File: config.mk
export PLATFORM = sky130hd
export DESIGN_NAME = melody_sequencer
export DESIGN_NICKNAME = d
export VERILOG_FILES = /design/src/rtl/melody_pkg.sv /design/src/rtl/melody_sequencer_tone_gen.sv /design/src/rtl/melody_sequencer.sv
export SDC_FILE = /design/constraint.sdc
export NUM_CORES = 1
export LEC_CHECK = 0
export ABC_CLOCK_PERIOD_IN_PS = 2700
export BUFFER_PORTS_ARGS = -buffer_cell sky130_fd_sc_hd__buf_2
export CELL_PAD_IN_SITES_DETAIL_PLACEMENT = 0
export CELL_PAD_IN_SITES_GLOBAL_PLACEMENT = 1
export CORE_MARGIN = 3
export CORE_UTILIZATION = 42
export DETAILED_ROUTE_END_ITERATION = 8
export PLACE_DENSITY = 0.85
export SLEW_MARGIN = 5
export SYNTH_ARGS = -nofsm -noshare
export SYNTH_HDL_FRONTEND = slang
export SYNTH_SLANG_ARGS = --single-unit
File: constraint.sdc
create_clock -name clk -period 2.7 [get_ports clk]
set_input_delay 0.54 -clock clk [delete_from_list [all_inputs] [get_ports clk]]
set_output_delay 0.54 -clock clk [all_outputs]
set_load 0.005 [all_outputs]
File: src/rtl/melody_pkg.sv
// Shared types and constants for the melody sequencer: FSM state encoding,
// special note codes and song ROM word layout.
package melody_pkg;

   typedef enum logic [2:0] {
      S_IDLE   = 3'd0,
      S_FETCH  = 3'd1,
      S_DECODE = 3'd2,
      S_PLAY   = 3'd3,
      S_GAP    = 3'd4,
      S_FINISH = 3'd5
   } melody_state_e;

   localparam int NOTE_W = 4;
   localparam int DUR_W  = 2;

   localparam logic [NOTE_W-1:0] NOTE_REST = 4'd8;
   localparam logic [NOTE_W-1:0] NOTE_END  = 4'd15;

endpackage

File: src/rtl/melody_sequencer_tone_gen.sv
// Square-wave generator: toggles wave every half_period enabled cycles.
// restart clears the phase so every note starts from a low output.
module tone_gen #(
   parameter int DIV_W = 24
) (
   input  logic             clk,
   input  logic             rst_n,
   input  logic             en,
   input  logic             restart,
   input  logic [DIV_W-1:0] half_period,
   output logic             wave
);

   logic [DIV_W-1:0] cnt;

   always_ff @(posedge clk) begin
      if (!rst_n) begin
         cnt  <= '0;
         wave <= 1'b0;
      end else if (restart) begin
         cnt  <= '0;
         wave <= 1'b0;
      end else if (en) begin
         if (cnt == half_period - DIV_W'(1)) begin
            cnt  <= '0;
            wave <= ~wave;
         end else begin
            cnt <= cnt + DIV_W'(1);
         end
      end
   end

endmodule

File: src/rtl/melody_sequencer.sv
// Song ROM stepper driving the tone generator. Define MELODY_LOOP_EN to
// replay the song continuously until stop instead of playing it once.
module melody_sequencer
   import melody_pkg::*;
#(
   parameter int SONG_LEN      = 32,
   parameter int ADDR_W        = 5,
   parameter int NOTE_DURATION = 12_000_000,
   parameter int GAP_CYCLES    = 1_200_000,
   parameter int DIV_W         = 24,
   parameter int HALF_C        = 45872,
   parameter int HALF_D        = 40872,
   parameter int HALF_E        = 36408,
   parameter int HALF_F        = 34364,
   parameter int HALF_G        = 30612,
   parameter int HALF_A        = 27272,
   parameter int HALF_AHASH    = 25744,
   parameter int HALF_PLUSC    = 22936
) (
   input  logic              clk,
   input  logic              rst_n,
   input  logic              start,
   input  logic              stop,
   output logic [ADDR_W-1:0] rom_addr,
   input  logic [5:0]        rom_data,
   output logic              busy,
   output logic              done,
   output logic [3:0]        note_idx,
   output logic              speaker_out
);

   localparam logic [2:0] ST_IDLE   = S_IDLE;
   localparam logic [2:0] ST_FETCH  = S_FETCH;
   localparam logic [2:0] ST_DECODE = S_DECODE;
   localparam logic [2:0] ST_PLAY   = S_PLAY;
   localparam logic [2:0] ST_GAP    = S_GAP;
   localparam logic [2:0] ST_FINISH = S_FINISH;

   localparam int GAP_LOAD = (GAP_CYCLES > 0) ? GAP_CYCLES - 1 : 0;

   logic [2:0]        state;
   logic [DIV_W-1:0]  dur_cnt;
   logic [DIV_W-1:0]  half_q;
   logic              tone_q;
   logic              wave;
   logic              tone_en;
   logic              last_step;
   logic [NOTE_W-1:0] code;
   logic [DUR_W-1:0]  dur;

   // Zero half-periods would never match the wrap compare; clamp them to 1.
   function automatic logic [DIV_W-1:0] half_of(input logic [2:0] c);
      int h;
      case (c)
         3'd0:    h = HALF_C;
         3'd1:    h = HALF_D;
         3'd2:    h = HALF_E;
         3'd3:    h = HALF_F;
         3'd4:    h = HALF_G;
         3'd5:    h = HALF_A;
         3'd6:    h = HALF_AHASH;
         default: h = HALF_PLUSC;
      endcase
      if (h < 1) h = 1;
      return DIV_W'(h);
   endfunction

   function automatic logic [DIV_W-1:0] step_load(input logic [DUR_W-1:0] d);
      return DIV_W'((int'(d) + 1) * NOTE_DURATION - 1);
   endfunction

   assign code      = rom_data[5:2];
   assign dur       = rom_data[1:0];
   assign last_step = (rom_addr == ADDR_W'(SONG_LEN - 1));
   assign busy      = (state != ST_IDLE);
   assign done      = (state == ST_FINISH);
   assign tone_en   = (state == ST_PLAY) && tone_q;
   // The wave register may toggle on the PLAY exit edge; gating hides it.
   assign speaker_out = wave & tone_en;

   always_ff @(posedge clk) begin
      if (!rst_n) begin
         state    <= ST_IDLE;
         rom_addr <= '0;
         note_idx <= NOTE_REST;
         dur_cnt  <= '0;
         half_q   <= '0;
         tone_q   <= 1'b0;
      end else if (stop && state != ST_IDLE) begin
         state    <= ST_IDLE;
         rom_addr <= '0;
         note_idx <= NOTE_REST;
         dur_cnt  <= '0;
         tone_q   <= 1'b0;
      end else begin
         case (state)
            ST_IDLE: begin
               if (start && !stop) begin
                  state    <= ST_FETCH;
                  rom_addr <= '0;
               end
            end
            ST_FETCH: state <= ST_DECODE;
            ST_DECODE: begin
               if (code == NOTE_END) begin
                  state <= ST_FINISH;
               end else begin
                  state    <= ST_PLAY;
                  dur_cnt  <= step_load(dur);
                  half_q   <= half_of(code[2:0]);
                  tone_q   <= (code < NOTE_REST);
                  note_idx <= (code < NOTE_REST) ? code : NOTE_REST;
               end
            end
            ST_PLAY: begin
               if (dur_cnt == '0) begin
                  note_idx <= NOTE_REST;
                  tone_q   <= 1'b0;
                  if (GAP_CYCLES > 0) begin
                     state   <= ST_GAP;
                     dur_cnt <= DIV_W'(GAP_LOAD);
                  end else begin
                     state <= last_step ? ST_FINISH : ST_FETCH;
                     if (!last_step) rom_addr <= rom_addr + ADDR_W'(1);
                  end
               end else begin
                  dur_cnt <= dur_cnt - DIV_W'(1);
               end
            end
            ST_GAP: begin
               if (dur_cnt == '0) begin
                  state <= last_step ? ST_FINISH : ST_FETCH;
                  if (!last_step) rom_addr <= rom_addr + ADDR_W'(1);
               end else begin
                  dur_cnt <= dur_cnt - DIV_W'(1);
               end
            end
            ST_FINISH: begin
               rom_addr <= '0;
`ifdef MELODY_LOOP_EN
               state <= ST_FETCH;
`else
               state <= ST_IDLE;
`endif
            end
            default: state <= ST_IDLE;
         endcase
      end
   end

   tone_gen #(
      .DIV_W(DIV_W)
   ) u_tone (
      .clk        (clk),
      .rst_n      (rst_n),
      .en         (tone_en),
      .restart    (state == ST_DECODE),
      .half_period(half_q),
      .wave       (wave)
   );

endmodule

==> impl_metrics.toml <==
[run_status]
status = "complete, no violations"

[timing]
hold_viol = 0
slew_violations = 0
finalSetupTns_ns = 0
fin_skew_ns = 0.01138
fin_crit_ns = 2.432
relSlewSlack_pct = 47.00
rsz0062_at_grt = "false"
fin_crit_sh_pct = 90.08
hold_slack_ns = 0.4489
max_freq_mhz = 411.2
worst_slew_pin_slew_ns = 0.7883
setup_viol = 0

[grt]
grt_pass1_wl_um = 19330
first_global_vias = 3938
overflow = 0
antenna_found_initial = 0
grt_max_degree = 22
grtUsageTotal_pct = 20.10

[die]
initial_core_util_pct = 43.30
dieArea_um2 = 11920
fp.dieW_um = 109.2
ios = 22
die_h_um = 109.2
rows = 37
design.core.area_um2 = 10320

[pwr]
power_mw = 2.797
vdd_drop_max_v = 0.0002800
leakage_nw = 2.051
power_density_nw_per_um2 = 551.4

[yosys]
synth_enable_flop_cells = 0
synthCells = 565
synth_cell_types = 66
synth-async-reset-ratio_pct = 0
syn_area_um2 = 4471
yosys.area.top_type = "dfxtp_1"
syn-num-nets = 589
synth_seq_cells = 74
synth_top_area_share_pct = 33.14
syn_area_per_cell_um2 = 7.912
netlist_top_cells_area = "dfxtp_1 (33%), nor2_1 (6.4%), xnor2_1 (5.1%)"
yosys_warnings = 0
yosysSeqAreaShare_pct = 33.14
ys.flop_type = "dfxtp_1"

[setup_path]
crit_required_ns = 2.95
endpoint_kind = "flop"
crit_chain = "inv_1 -> ha_1 -> nor3b_1 -> buf_4 -> nand4_1 -> or4_4 -> o21ai_2 -> buf_4 -> o21ai_1 -> nor2b_1 -> a311oi_1"
worstReg2RegStart = "dur_cnt[0]$_SDFFE_PP0P_"
critPathMaxStageDelay_ns = 0.49
startpoint_type = "flop"
path_class = "flop to flop"
crit_arrival_ns = 2.68
cp_max_fo = 11
critPathMostFrequentCell = "buf_4"
r2r_cells = 11
timing.rr.end = "dur_cnt[3]$_SDFFE_PP0P_"
slowest_stage = "or4_4"
cp_top_family = "simple AND/OR/NAND/NOR gates"
r2r_setup_slack_ns = 0.27
critical_path_buf_inv_count = 3

[route]
drt_iter0_drc = 336
ant_nets = 0
via_per_inst = 5.677
wire_per_inst_um = 15.34
drc_errors = 0
num_vias = 4212
dr.pass1.iters = 5
routed_wl_um = 11380

[clocking]
clkLatencyLatePin_ns = 0.35
postCtsResizedCells = 0
cts.sinks = 74
ctsHoldBuffers = 0
htree_levels = 3
cts_setup_buffers = 0
clockRootBuffer = "clkbuf_8"
cts_tree = "yes"
numCtsBuffers = 9
clkTransAtPathRegs_ns = 0.08
cts_max_path_buffers = 2

[min_path]
holdPathEnd = "note_idx[3]$_SDFFE_PP1P_"
hp-start = "note_idx[3]$_SDFFE_PP1P_"
hold_depth = 2
min_path_type = "flop to flop"

[flow_run]
cap_violations = 0

[final_layout]
final_layout_size_suffix_gt1_share_pct = 13.53
fin_nets = 625
antenna_cells = 0
synthToLayoutAreaGrowth_pct = 13.46

[placement]
gp_congestion = 0.8510
port_buffers = 21
dpl.hpwl_um = 8404
-- routing by layer --
layer	vias up	GRT usage [%]	share of wire, %
li1	2121	-	-
met1	1979	26.53	46
met2	96	33.55	48
met3	16	2.724	4.0
met4	0	7.213	1.4
met5	-	0	0
-- cell families (layout without fill, tap and decap cells) --
family / Yosys count / after routing / share of synthesized area (%)
and+or+nand+nor: 257 / 257 / 29.36
AOI/OAI and AO/OA: 127 / 127 / 19.51
adders and majority gates: 14 / 14 / 3.918
muxes: 5 / 5 / 1.120
xor gates and xnor gates: 47 / 47 / 9.208
buffers and inverters: 41 / 82 / 3.750
DFF: 74 / 74 / 33.14
-- Yosys cell counts, types with 3 or more instances --
cell type  number
a21oi_1        31
and3_1         11
xnor2_1        26
o211a_1         7
nand3_1        21
nor4_1          8
mux2i_1         5
nor3b_1         3
o21ai_0        15
nor3_1         16
o31ai_1         8
or3_1           6
nor2_1         76
nand3b_1        4
nor3_2          3
a211oi_1        3
ha_1           14
a22o_1          3
nor2b_1        11
nand2_1        60
and2_1          4
dfxtp_1        74
a32o_1          7
buf_2           5
inv_1          13
o21ai_1        11
nand4_1        15
a31oi_1         6
o22ai_1         4
a311oi_1        7
xor2_1         21
clkbuf_1       19
-- layout by cell type, fill, tap and decap left out, drive strengths merged, types with 15 or more instances in the layout --
cell and count:
nor2 76, nor3 19, xor2 21, buf 52, nand2 61, xnor2 26
dfxtp 74, nand3 21, o21ai 28, nand4 15, a21oi 32
-- how the worst max path moves through the flow --
| stage | startpoint | to | slack, ns | cells past startpoint |
|---|---|---|---|---|
| after global placement | rom_data[1] | dur_cnt[14]$_SDFFE_PP0P_ | 0.13 | 12 |
| final | dur_cnt[0]$_SDFFE_PP0P_ | dur_cnt[3]$_SDFFE_PP0P_ | 0.27 | 11 |
| after global routing | half_q[0]$_SDFFE_PN0P_ | u_tone.wave$_SDFFE_PP0P_ | 0.03 | 10 |
| after detailed placement | rom_data[1] | dur_cnt[14]$_SDFFE_PP0P_ | 0.03 | 12 |
| after floorplan | rom_data[0] | dur_cnt[14]$_SDFFE_PP0P_ | 0.03 | 13 |
| after CTS | dur_cnt[0]$_SDFFE_PP0P_ | dur_cnt[3]$_SDFFE_PP0P_ | 0.27 | 11 |
-- cell type report --
cell class	instances	area (um2)
well taps	136	170.2
multi-input cells	450	2826
repair buffers	52	337.8
clock buffers	10	137.6
flip-flops and latches	74	1481
fillers	1005	5251
clock inverters	6	66.31
inverters	14	52.55
-- power breakdown --
group | switching, mW | total, mW | leakage (nW) | internal, mW
Combinational | 0.444 | 0.739 | 1.36 | 0.294
Sequential | 0.0454 | 1.17 | 0.598 | 1.12
Clock | 0.437 | 0.889 | 0.0945 | 0.452
Total | 0.927 | 2.80 | 2.05 | 1.87
-- worst reg2reg max path, delay by kind of cell (launching register included) --
family	cells	cell delay, ns
AOI/OAI and AO/OA	3	0.44
adders and majority gates	1	0.20
buffers and inverters	3	0.43
DFF	1	0.35
and+or+nand+nor	4	0.94
-- sequential cells by signal (all words and copies together), names as in the netlist --
register and flops:
half_q 12, u_tone.wave 1, tone_q 1, rom_addr 5, state 3, u_tone.cnt 24
note_idx 4, dur_cnt 24
-- stage by stage --
stage | instances | util (%) | area, um2 | setup WS [ns]
floorplan | 565 | - | 4478 | 0.02796
global placement | 726 | 47.16 | 4868 | 0.1342
detailed placement | 726 | 47.16 | 4868 | 0.02768
CTS | 742 | 49.13 | 5072 | 0.2725
global route | 742 | 49.13 | 5072 | 0.02863
finish | 742 | 49.13 | 5072 | 0.2679
No activity file was read; power rests on OpenSTA's default activity.
